## src/rtl/bit_strobe_tx.sv

```systemverilog
`default_nettype none
// ============================================================================
//  Module   : bit_strobe_tx
//  Purpose  : Parallel-to-serial strobe transmitter. Accepts a DATA_W-bit word
//             on a valid/ready handshake, then emits one bit per single-cycle
//             strobe (bit_en), with GAP idle cycles between strobes. Drives an
//             enable-gated capture register (data sampled when enable is high).
//  Ports    : clk       in   rising-edge clock
//             rst       in   synchronous reset, active-high
//             tx_data   in   word to send, sampled on accept
//             tx_valid  in   word available
//             tx_ready  out  word can be accepted (combinational)
//             bit_en    out  one-cycle strobe, bit_dat valid this cycle
//             bit_dat   out  serial data bit, 0 whenever bit_en is 0
//             busy      out  word in flight
//             done      out  one-cycle pulse after the last strobe of a word
//  Revision : 1.0  initial release
// ============================================================================
module bit_strobe_tx #(
    parameter int DATA_W    = 8,
    parameter int GAP       = 2,
    parameter int MSB_FIRST = 1
) (
    input  logic              clk,
    input  logic              rst,
    input  logic [DATA_W-1:0] tx_data,
    input  logic              tx_valid,
    output logic              tx_ready,
    output logic              bit_en,
    output logic              bit_dat,
    output logic              busy,
    output logic              done
);

    localparam int c_BW = $clog2(DATA_W + 1);
    localparam int c_GW = (GAP > 0) ? $clog2(GAP + 1) : 1;

    localparam logic [c_BW-1:0] c_BIT_LAST = c_BW'(DATA_W - 1);
    localparam logic [c_BW-1:0] c_BIT_ONE  = c_BW'(1);
    localparam logic [c_GW-1:0] c_GAP_LAST = c_GW'((GAP > 0) ? (GAP - 1) : 0);
    localparam logic [c_GW-1:0] c_GAP_ONE  = c_GW'(1);

    localparam logic [1:0] c_ST_IDLE   = 2'd0;
    localparam logic [1:0] c_ST_STROBE = 2'd1;
    localparam logic [1:0] c_ST_WAIT   = 2'd2;
    localparam logic [1:0] c_ST_DONE   = 2'd3;

    logic [1:0]        state_q, state_d;
    logic [DATA_W-1:0] shift_q, shift_d;
    logic [c_BW-1:0]   bit_cnt_q, bit_cnt_d;
    logic [c_GW-1:0]   gap_cnt_q, gap_cnt_d;
    logic              bit_en_q, bit_en_d;
    logic              bit_dat_q, bit_dat_d;
    logic              busy_q, busy_d;
    logic              done_q, done_d;

    logic              w_accept;
    logic              w_cur_bit;

    // DONE also accepts so words can be sent back-to-back without an IDLE cycle.
    assign tx_ready = ((state_q == c_ST_IDLE) || (state_q == c_ST_DONE)) && !rst;
    assign w_accept = tx_valid && tx_ready;

    // ------------------------------------------------------------------------
    // State and datapath registers
    // ------------------------------------------------------------------------
    always_ff @(posedge clk) begin
        if (rst) begin
            state_q   <= c_ST_IDLE;
            shift_q   <= '0;
            bit_cnt_q <= '0;
            gap_cnt_q <= '0;
            bit_en_q  <= 1'b0;
            bit_dat_q <= 1'b0;
            busy_q    <= 1'b0;
            done_q    <= 1'b0;
        end else begin
            state_q   <= state_d;
            shift_q   <= shift_d;
            bit_cnt_q <= bit_cnt_d;
            gap_cnt_q <= gap_cnt_d;
            bit_en_q  <= bit_en_d;
            bit_dat_q <= bit_dat_d;
            busy_q    <= busy_d;
            done_q    <= done_d;
        end
    end

    // ------------------------------------------------------------------------
    // Next-state logic
    // ------------------------------------------------------------------------
    always_comb begin
        state_d = state_q;
        case (state_q)
            c_ST_IDLE: begin
                if (w_accept) state_d = c_ST_STROBE;
            end
            c_ST_STROBE: begin
                if (bit_cnt_q == c_BIT_LAST) state_d = c_ST_DONE;
                else if (GAP > 0)            state_d = c_ST_WAIT;
                else                         state_d = c_ST_STROBE;
            end
            c_ST_WAIT: begin
                if (gap_cnt_q == c_GAP_LAST) state_d = c_ST_STROBE;
            end
            c_ST_DONE: begin
                state_d = w_accept ? c_ST_STROBE : c_ST_IDLE;
            end
            default: state_d = c_ST_IDLE;
        endcase
    end

    // Shift register and counters. The shift happens in the strobe cycle, so
    // the register already presents the next bit while the gap counts down.
    always_comb begin
        shift_d   = shift_q;
        bit_cnt_d = bit_cnt_q;
        gap_cnt_d = gap_cnt_q;
        if (w_accept) begin
            shift_d   = tx_data;
            bit_cnt_d = '0;
            gap_cnt_d = '0;
        end else if (state_q == c_ST_STROBE) begin
            shift_d   = (MSB_FIRST != 0) ? (shift_q << 1) : (shift_q >> 1);
            bit_cnt_d = bit_cnt_q + c_BIT_ONE;
            gap_cnt_d = '0;
        end else if (state_q == c_ST_WAIT) begin
            gap_cnt_d = (gap_cnt_q == c_GAP_LAST) ? '0 : (gap_cnt_q + c_GAP_ONE);
        end
    end

    // ------------------------------------------------------------------------
    // Output logic: decoded from the next state and flopped, so every output
    // lines up with the state it describes and leaves the block glitch-free.
    // ------------------------------------------------------------------------
    assign w_cur_bit = (MSB_FIRST != 0) ? shift_d[DATA_W-1] : shift_d[0];

    always_comb begin
        bit_en_d  = (state_d == c_ST_STROBE);
        bit_dat_d = (state_d == c_ST_STROBE) && w_cur_bit;
        busy_d    = (state_d == c_ST_STROBE) || (state_d == c_ST_WAIT);
        done_d    = (state_d == c_ST_DONE);
    end

    assign bit_en  = bit_en_q;
    assign bit_dat = bit_dat_q;
    assign busy    = busy_q;
    assign done    = done_q;

endmodule
`default_nettype wire

```

## config.mk

```make
export PLATFORM = sky130hd
export DESIGN_NAME = bit_strobe_tx
export DESIGN_NICKNAME = d
export VERILOG_FILES = /design/src/rtl/bit_strobe_tx.sv
export SDC_FILE = /design/constraint.sdc
export NUM_CORES = 1
export LEC_CHECK = 0
export CORE_ASPECT_RATIO = 1.5
export CORE_MARGIN = 1.5
export CORE_UTILIZATION = 40
export DETAILED_ROUTE_END_ITERATION = 10
export PLACE_DENSITY = 0.64
export SETUP_SLACK_MARGIN = 0.2
export SYNTH_ARGS = -nofsm -noshare
export SYNTH_HDL_FRONTEND = slang
export SYNTH_SLANG_ARGS = --single-unit
```

## constraint.sdc

```tcl
create_clock -name clk -period 2.1 [get_ports clk]
set_clock_uncertainty 0.15 [all_clocks]
set_input_delay 0.42 -clock clk [delete_from_list [all_inputs] [get_ports clk]]
set_output_delay 0.42 -clock clk [all_outputs]
set_load 0.02 [all_outputs]
```

# After elaboration in Yosys (flattened, before gate mapping)
# Cells that the tools add are included.
[word_totals]
regBits = 20
inputBits = 11
out_inout_bits = 5
wordCells = 37
[op_classes]
add_sub_neg = 2
eq_ne = 8
muxes = 8
reduce_logical = 10
[op_table]
columns = ["cell", "count"]
rows = [
  ["$mux 8", 2],
  ["$eq 2x2->1 const B", 4],
  ["$pmux 2 s4", 1],
  ["$eq 2x1->1 const B", 3],
  ["$mux 2", 3],
  ["$add 4x1->4 const B", 1],
  ["$eq 4x3->1 const B", 1],
  ["$logic_and 1x1->1", 3],
  ["$reduce_or 3->1", 1],
  ["$add 2x1->2 const B", 1],
  ["$logic_not 2->1", 1],
  ["$logic_or 1x1->1", 2],
  ["$mux 1", 2],
  ["$reduce_bool 2->1", 1],
  ["$reduce_or 2->1", 1],
  ["$logic_not 1->1", 1],
]

# Logic depth before layout (Yosys ltp)
# Gate-level depths: netlist of run 1.
[logic_depth]
ltp_word = 8
ltp_mapped = 9
depth_no_buf = 8

# Least setup slack after synthesis of run 1
# No wires, ideal clock.
[synth_path]
path_kind = "register to register"
startpoint = "register state_q[0]"
endpoint = "register done_q (netlist: done)"
setup_time_ns = 0.129
t_arrival_ns = 1.625
t_required_ns = 1.821
path_slack_ns = 0.196
stages_incl_launch_ff = 9
path_buffers = 0
synth_period_minus_slack_ns = 1.904
cell_sequence = "dfxtp_1 > inv_1 > ha_1 > nor3b_4 > o21ai_0 > o31ai_1 > inv_1 > ha_1 > nor2b_1"
[synth_between]
elab_chain_cells = 7
elab_cells_between_ends = 12
classes_between = "eq/ne (4); mux (4); reduce/logical (4)"
[synth_rtl]
columns = ["element", "line_no", "text"]
rows = [
  ["from (decl)", "48", "logic [1:0] state_q, state_d;"],
  ["from (signal assigned)", "69", "state_q <= c_ST_IDLE;"],
  ["from (signal assigned)", "78", "state_q <= state_d;"],
  ["$eq 2x2->1 or $logic_not 2->1 (tied branches)", "61, 94", ""],
  ["$logic_or 1x1->1", "61", "assign tx_ready = ((state_q == c_ST_IDLE) || (state_q == c_ST_DONE)) && !rst;"],
  ["$logic_and 1x1->1", "61", ""],
  ["$logic_and 1x1->1", "62", "assign w_accept = tx_valid && tx_ready;"],
  ["$mux 2", "96", "if (w_accept) state_d = c_ST_STROBE;"],
  ["$pmux 2 s4 (*)", "94", "case (state_q)"],
  ["net state_d[1]", "48", ""],
  ["$eq 2x2->1 (*)", "142", "done_d = (state_d == c_ST_DONE);"],
  ["net done_d", "55", "logic done_q, done_d;"],
  ["to (signal assigned)", "85", "done_q <= done_d;"],
  ["to (decl)", "55", ""],
]
# Mark *: on every way through the listed nets, which the timed path passes. The rest lies on a longest branch.
# A chain may end at the register's enable or synchronous reset.

# Worst setup path in the final report of run 1
# Ends and elaborated chain as after synthesis.

==> impl_metrics.py, run 1 <==
metrics = {
    "outcome": {
        "status": "complete, no violations",
    },
    "sta": {
        "setup_slack_ps": 251,
        "rsz0062_at_grt": "yes",
        "timing.fmax_ghz": 0.541,
        "relSlewSlack": 0.811,
        "period_needed_ps": 1850,
        "slew_viol_final": 0,
        "worst_pin_slew_ps": 283,
        "setup_viol": 0,
        "finalCritPeriodShare": 0.880,
        "finalHoldViolations": 0,
    },
    "route": {
        "avgViaCountPerCell": 4.85,
        "drt-wirelength-per-cell_um": 12.0,
        "drc": 0,
        "vias": 698,
        "drt-total-wl_mm": 1.72,
        "maxUsedRoutingLayer": "met4",
        "dr_wl_met3_um": 65,
        "drt_iter0_drc": 11,
        "met1Wirelength_um": 698,
        "antenna_left": 0,
        "route.met2.wl_um": 912,
        "drt_first_pass_iters": 4,
    },
    "placed_design": {
        "place_ws_ps": -27.9,
        "gp_congestion": 0.822,
        "portBuffers": 15,
        "dpl.hpwl_mm": 1.21,
        "placed_cell_area_um2": 1130,
    },
    "clocking": {
        "cts_buffer_depth": 2,
        "clk_latency_ps": 300,
        "clk_pin_slew_worst_paths_ps": 110,
        "numClockSinks": 20,
        "cts_tree": "built",
        "cts.htree.levels": 1,
        "cts_root_buffer": "clkbuf_4",
        "cts_buffers": 3,
        "ctsHoldBuffers": 0,
    },
    "grt": {
        "grt_pass1_wl_mm": 2.86,
        "first_global_vias": 673,
        "antenna_found_initial": 0,
        "grt_use_total": 0.147,
        "grt_start_max_net_pins": 13,
        "grt.overflow.total": 0,
    },
    "critical_path": {
        "startpoint_type": "flip-flop",
        "critPathKind": "reg -> reg",
        "endpoint_kind": "flip-flop",
        "cp_data_arrival_time_ps": 1910,
        "crit_family": "adder cells",
        "r2r_start": "state_q[0]$_SDFF_PP0_",
        "worst-path-buf-inv": 3,
        "crit_start": "state_q[0]$_SDFF_PP0_",
        "crit_slowest_cell": "dfxtp_2",
        "required_ps": 2160,
        "path_cells": "inv_2 -> ha_4 -> buf_6 -> nor3b_4 -> o21ai_2 -> o31ai_4 -> inv_1 -> ha_2 -> nor2b_1",
        "cp_max_fo": 4,
        "cp_slowest_stage_delay_ps": 350,
    },
    "final_layout": {
        "fin_nets": 141,
        "layout-area-overhead-vs-synth_pct": 41.1,
        "antenna_cells": 0,
        "drive_gt1_frac": 0.298,
        "n_fill_cell": 210,
        "final_area_um2": 1290,
    },
    "logic_synthesis": {
        "synth.cell_area_um2": 913,
        "yosys-top-cells-count": "dfxtp_1, nor2_1, nand2_1",
        "synthFlopType": "dfxtp_1",
        "synth_edf_count": 0,
        "synth_warnings": 0,
        "synth.top_cell.area_share": 0.438,
        "async_flop_share": 0,
        "synth_seq_area_share": 0.438,
        "synth_cell_types": 30,
        "synthCells": 94,
        "yosys-top-cells-area": "dfxtp_1, ha_1, mux2i_1",
        "yosysTopAreaCell": "dfxtp_1",
        "syn_avg_cell_area_um2": 9.72,
        "synthesis.nets": 112,
        "synth_seq_cells": 20,
        "synth.most_common_cell": "dfxtp_1",
    },
    "power_and_ir_drop": {
        "ir_worst_vdd_uv": 706,
        "p_leak_nw": 0.527,
        "power_density_nw_per_um2": 1310,
        "power_mw": 1.69,
    },
    "worst_hold_path": {
        "hold_class": "reg -> reg",
        "holdCritStartpoint": "gap_cnt_q[1]$_SDFFE_PP0P_",
    },
    "die": {
        "rows": 21,
        "dieArea_um2": 2580,
        "ios": 16,
        "initial_core_util": 0.414,
        "die_w_um": 42.0,
        "core-area_um2": 2210,
        "dieHeight_um": 61.5,
    },
    "run": {
        "drv_cap": 0,
    },
}
## cell type report
type / instances / area (um^2) / area share
clock buffer: 3 / 22.5 / 0.0175
inverter: 5 / 21.3 / 0.0165
multi-input combinational: 65 / 563 / 0.437
timing repair buffer: 28 / 250 / 0.194
tap: 23 / 28.8 / 0.0223
sequential: 20 / 403 / 0.313
## metal layers
metal	GRT usage	vias up
met2	0.277	17
met1	0.161	306
met4	0.0804	0
li1	-	370
met3	0.0176	5
met5	0	-
## registers in the layout (all words and copies together), names as in the netlist
| signal | cells |
|---|---|
| gap_cnt_q | 2 |
| done | 1 |
| bit_dat | 1 |
| bit_en | 1 |
| shift_q | 8 |
| state_q | 2 |
| bit_cnt_q | 4 |
| busy | 1 |
## cell usage in the layout (no fill, tap or decap), types with 8 or more instances in the layout
master	count
nand2_1	9
clkdlybuf4s50_1	14
dfxtp_1	18
nor2_1	11
mux2i_1	8
buf_4	11
## stage by stage
step / TNS, ps / hold slack, ps / utilization / cells
global placement: -1.10 / 309 / 0.511 / 137
finish: 0 / 336 / 0.584 / 144
CTS: 0 / 336 / 0.554 / 141
detailed placement: -55.2 / 311 / 0.511 / 137
global route: 0 / 377 / 0.584 / 144
floorplan: 0 / 292 / - / 94
## cell families after synthesis
group                      count (synthesis)  share of synthesized area
and+or+nand+nor                           31                      0.169
DFF                                       20                      0.438
AOI/OAI and AO/OA                         15                      0.116
buffers and inverters                      9                     0.0548
muxes                                      8                     0.0877
adders and majority gates                  7                     0.0959
xor gates and xnor gates                   4                     0.0384
## final timing paths
check                               to  cells after the start  slack (ps)
max reg2reg            done$_SDFF_PP0_                      9         250
min          gap_cnt_q[1]$_SDFFE_PP0P_                      1         340
min reg2reg  gap_cnt_q[1]$_SDFFE_PP0P_                      1         340
max                    done$_SDFF_PP0_                      9         250
## repair_timing
action	CTS	global route
endpoints found under the setup margin	5	4
buffers inserted	1	3
hold endpoints to repair	0	0
pin swaps	4	5
resized for setup	18	10
## report_power, final
part	total [mW]	internal, mW	switching, mW
combinational	0.988	0.520	0.468
clock	0.178	0.0669	0.111
sequential	0.523	0.475	0.0480
## worst register-to-register path, stage by stage (launching register included)
cell and delay [ps]:
dfxtp_2 350, inv_2 50, ha_4 230, buf_6 120, nor3b_4 250, o21ai_2 120
o31ai_4 90, inv_1 100, ha_2 170, nor2b_1 110
Power figures use the tool's default switching activity.
==> run 2: changes to the inputs <==
Settings changed: CTS_BUF_LIST set to sky130_fd_sc_hd__clkbuf_16.
==> impl_metrics.py, run 2 (same netlist as run 1, synthesis figures left out) <==
metrics = {
    "sta": {
        "finalHoldViolations": 0,
        "holdWs_ps": 327,
        "slew_viol_final": 0,
        "setup_tns_ps": 0,
        "setup_slack_ps": 200,
        "relSlewSlack": 0.813,
        "rsz0062_at_grt": "no",
        "setup_viol": 0,
        "period_needed_ps": 1900,
        "worst_pin_slew_ps": 279,
        "finalCritPeriodShare": 0.905,
        "timing.fmax_ghz": 0.526,
    },
    "clocking": {
        "cts_buffers": 3,
        "clk_pin_slew_worst_paths_ps": 50,
        "clk_latency_ps": 250,
        "cts.htree.levels": 1,
        "numClockSinks": 20,
        "ctsHoldBuffers": 0,
        "cts_root_buffer": "clkbuf_16",
        "cts_buffer_depth": 2,
        "cts_tree": "built",
    },
    "final_layout": {
        "layout-area-overhead-vs-synth_pct": 48.4,
        "n_fill_cell": 199,
        "final_area_um2": 1360,
        "layout_common_cells": "dfxtp_1, clkdlybuf4s50_1, nor2_1, buf_4, nand2_1",
        "largest-register": "shift_q",
        "largest_reg_flops": 8,
        "final_common_cell": "dfxtp_1",
        "drive_gt1_frac": 0.306,
        "reg_top3": "shift_q (8), bit_cnt_q (4)",
        "antenna_cells": 0,
        "fin_nets": 141,
        "final_cells": 144,
    },
    "outcome": {
        "status": "complete, no violations",
    },
    "grt": {
        "antenna_found_initial": 0,
        "first_global_vias": 700,
        "grt.overflow.total": 0,
        "grt_pass1_wl_mm": 2.95,
        "grt_start_max_net_pins": 13,
        "grt_use_total": 0.156,
    },
    "die": {
        "die_w_um": 42.0,
        "initial_core_util": 0.414,
        "dieArea_um2": 2580,
        "ios": 16,
        "core-area_um2": 2210,
        "dieHeight_um": 61.5,
        "rows": 21,
    },
    "route": {
        "drt_iter0_drc": 15,
        "drt_first_pass_iters": 2,
        "maxUsedRoutingLayer": "met4",
        "route.met2.wl_mm": 1.09,
        "avgViaCountPerCell": 5.02,
        "dr_wl_met3_um": 54,
        "drt-total-wl_mm": 1.94,
        "antenna_left": 0,
        "drt-wirelength-per-cell_um": 13.5,
        "drc": 0,
        "met1Wirelength_um": 743,
        "vias": 723,
    },
    "critical_path": {
        "crit_slowest_cell": "dfxtp_2",
        "cp_max_fo": 4,
        "required_ps": 2090,
        "cp_slowest_stage_delay_ps": 350,
        "cp_data_arrival_time_ps": 1890,
        "startpoint_type": "flip-flop",
        "path_cells": "inv_4 -> ha_4 -> buf_6 -> nor3b_4 -> o21ai_2 -> o31ai_4 -> inv_1 -> ha_2 -> nor2b_1",
        "worst-path-buf-inv": 3,
        "crit_family": "adder cells",
        "endpoint_kind": "flip-flop",
        "critPathKind": "reg -> reg",
    },
    "power_and_ir_drop": {
        "p_leak_nw": 0.552,
        "ir_worst_vdd_uv": 808,
        "power_density_nw_per_um2": 1470,
    },
    "placed_design": {
        "placed_cell_area_um2": 1130,
        "gp_congestion": 0.822,
        "dpl.hpwl_mm": 1.21,
        "portBuffers": 15,
        "dp_cells": 137,
        "place_ws_ps": -27.9,
    },
    "run": {
        "drv_cap": 0,
    },
    "worst_hold_path": {
        "hold_class": "reg -> reg",
    },
}
[run 2: cell types whose count changed in the layout (fill, tap and decap cells not counted), moves of 2 or more]
cell	delta
clkbuf_16	+3
clkbuf_4	-3
nand2_2	+2
nand2_4	-2
[run 2: what timing repair did]
item,in CTS,in global routing
pin swaps,3,4
resized for setup,15,12
endpoints found under the setup margin,5,4
buffers inserted,1,3
[run 2: final timing paths]
path,startpoint,to,slack (ps),cells past startpoint
worst max-delay path,state_q[1]$_SDFF_PP0_,done$_SDFF_PP0_,200,9
worst min-delay path,gap_cnt_q[1]$_SDFFE_PP0P_,gap_cnt_q[1]$_SDFFE_PP0P_,330,1
worst max register to register,state_q[1]$_SDFF_PP0_,done$_SDFF_PP0_,200,9
worst min register to register,gap_cnt_q[1]$_SDFFE_PP0P_,gap_cnt_q[1]$_SDFFE_PP0P_,330,1
[run 2: through the flow]
stage           util  total power, mW
2_1_floorplan      -            0.977
3_3_place_gp   0.511             1.20
6_report       0.614             1.99
4_1_cts        0.576             1.74
5_1_grt        0.614             2.11
3_5_place_dp   0.511             1.21
[run 2: per-layer routing]
| metal | GRT usage | vias to the layer above |
|---|---|---|
| li1 | - | 370 |
| met3 | 0.0293 | 6 |
| met2 | 0.301 | 15 |
| met5 | 0 | - |
| met4 | 0.107 | 0 |
| met1 | 0.150 | 332 |
[run 2: cell type report]
cell class	count	area, um^2	share of cell area
multi-input cells	65	556	0.410
well taps	23	28.8	0.0212
flip-flops and latches	20	403	0.297
clock buffers	3	75.1	0.0554
inverters	5	21.3	0.0157
repair buffers	28	272	0.200
[run 2: power breakdown]
part / internal, mW / total, mW / switching, mW
clock network: 0.251 / 0.380 / 0.129
logic: 0.579 / 1.08 / 0.504
registers: 0.476 / 0.525 / 0.0489
total: 1.31 / 1.99 / 0.682
[run 2: worst register-to-register path: stages (launching register included)]
cell,delay [ps]
dfxtp_2,350
inv_4,50
ha_4,230
buf_6,120
nor3b_4,280
o21ai_2,150
o31ai_4,90
inv_1,90
ha_2,170
nor2b_1,120
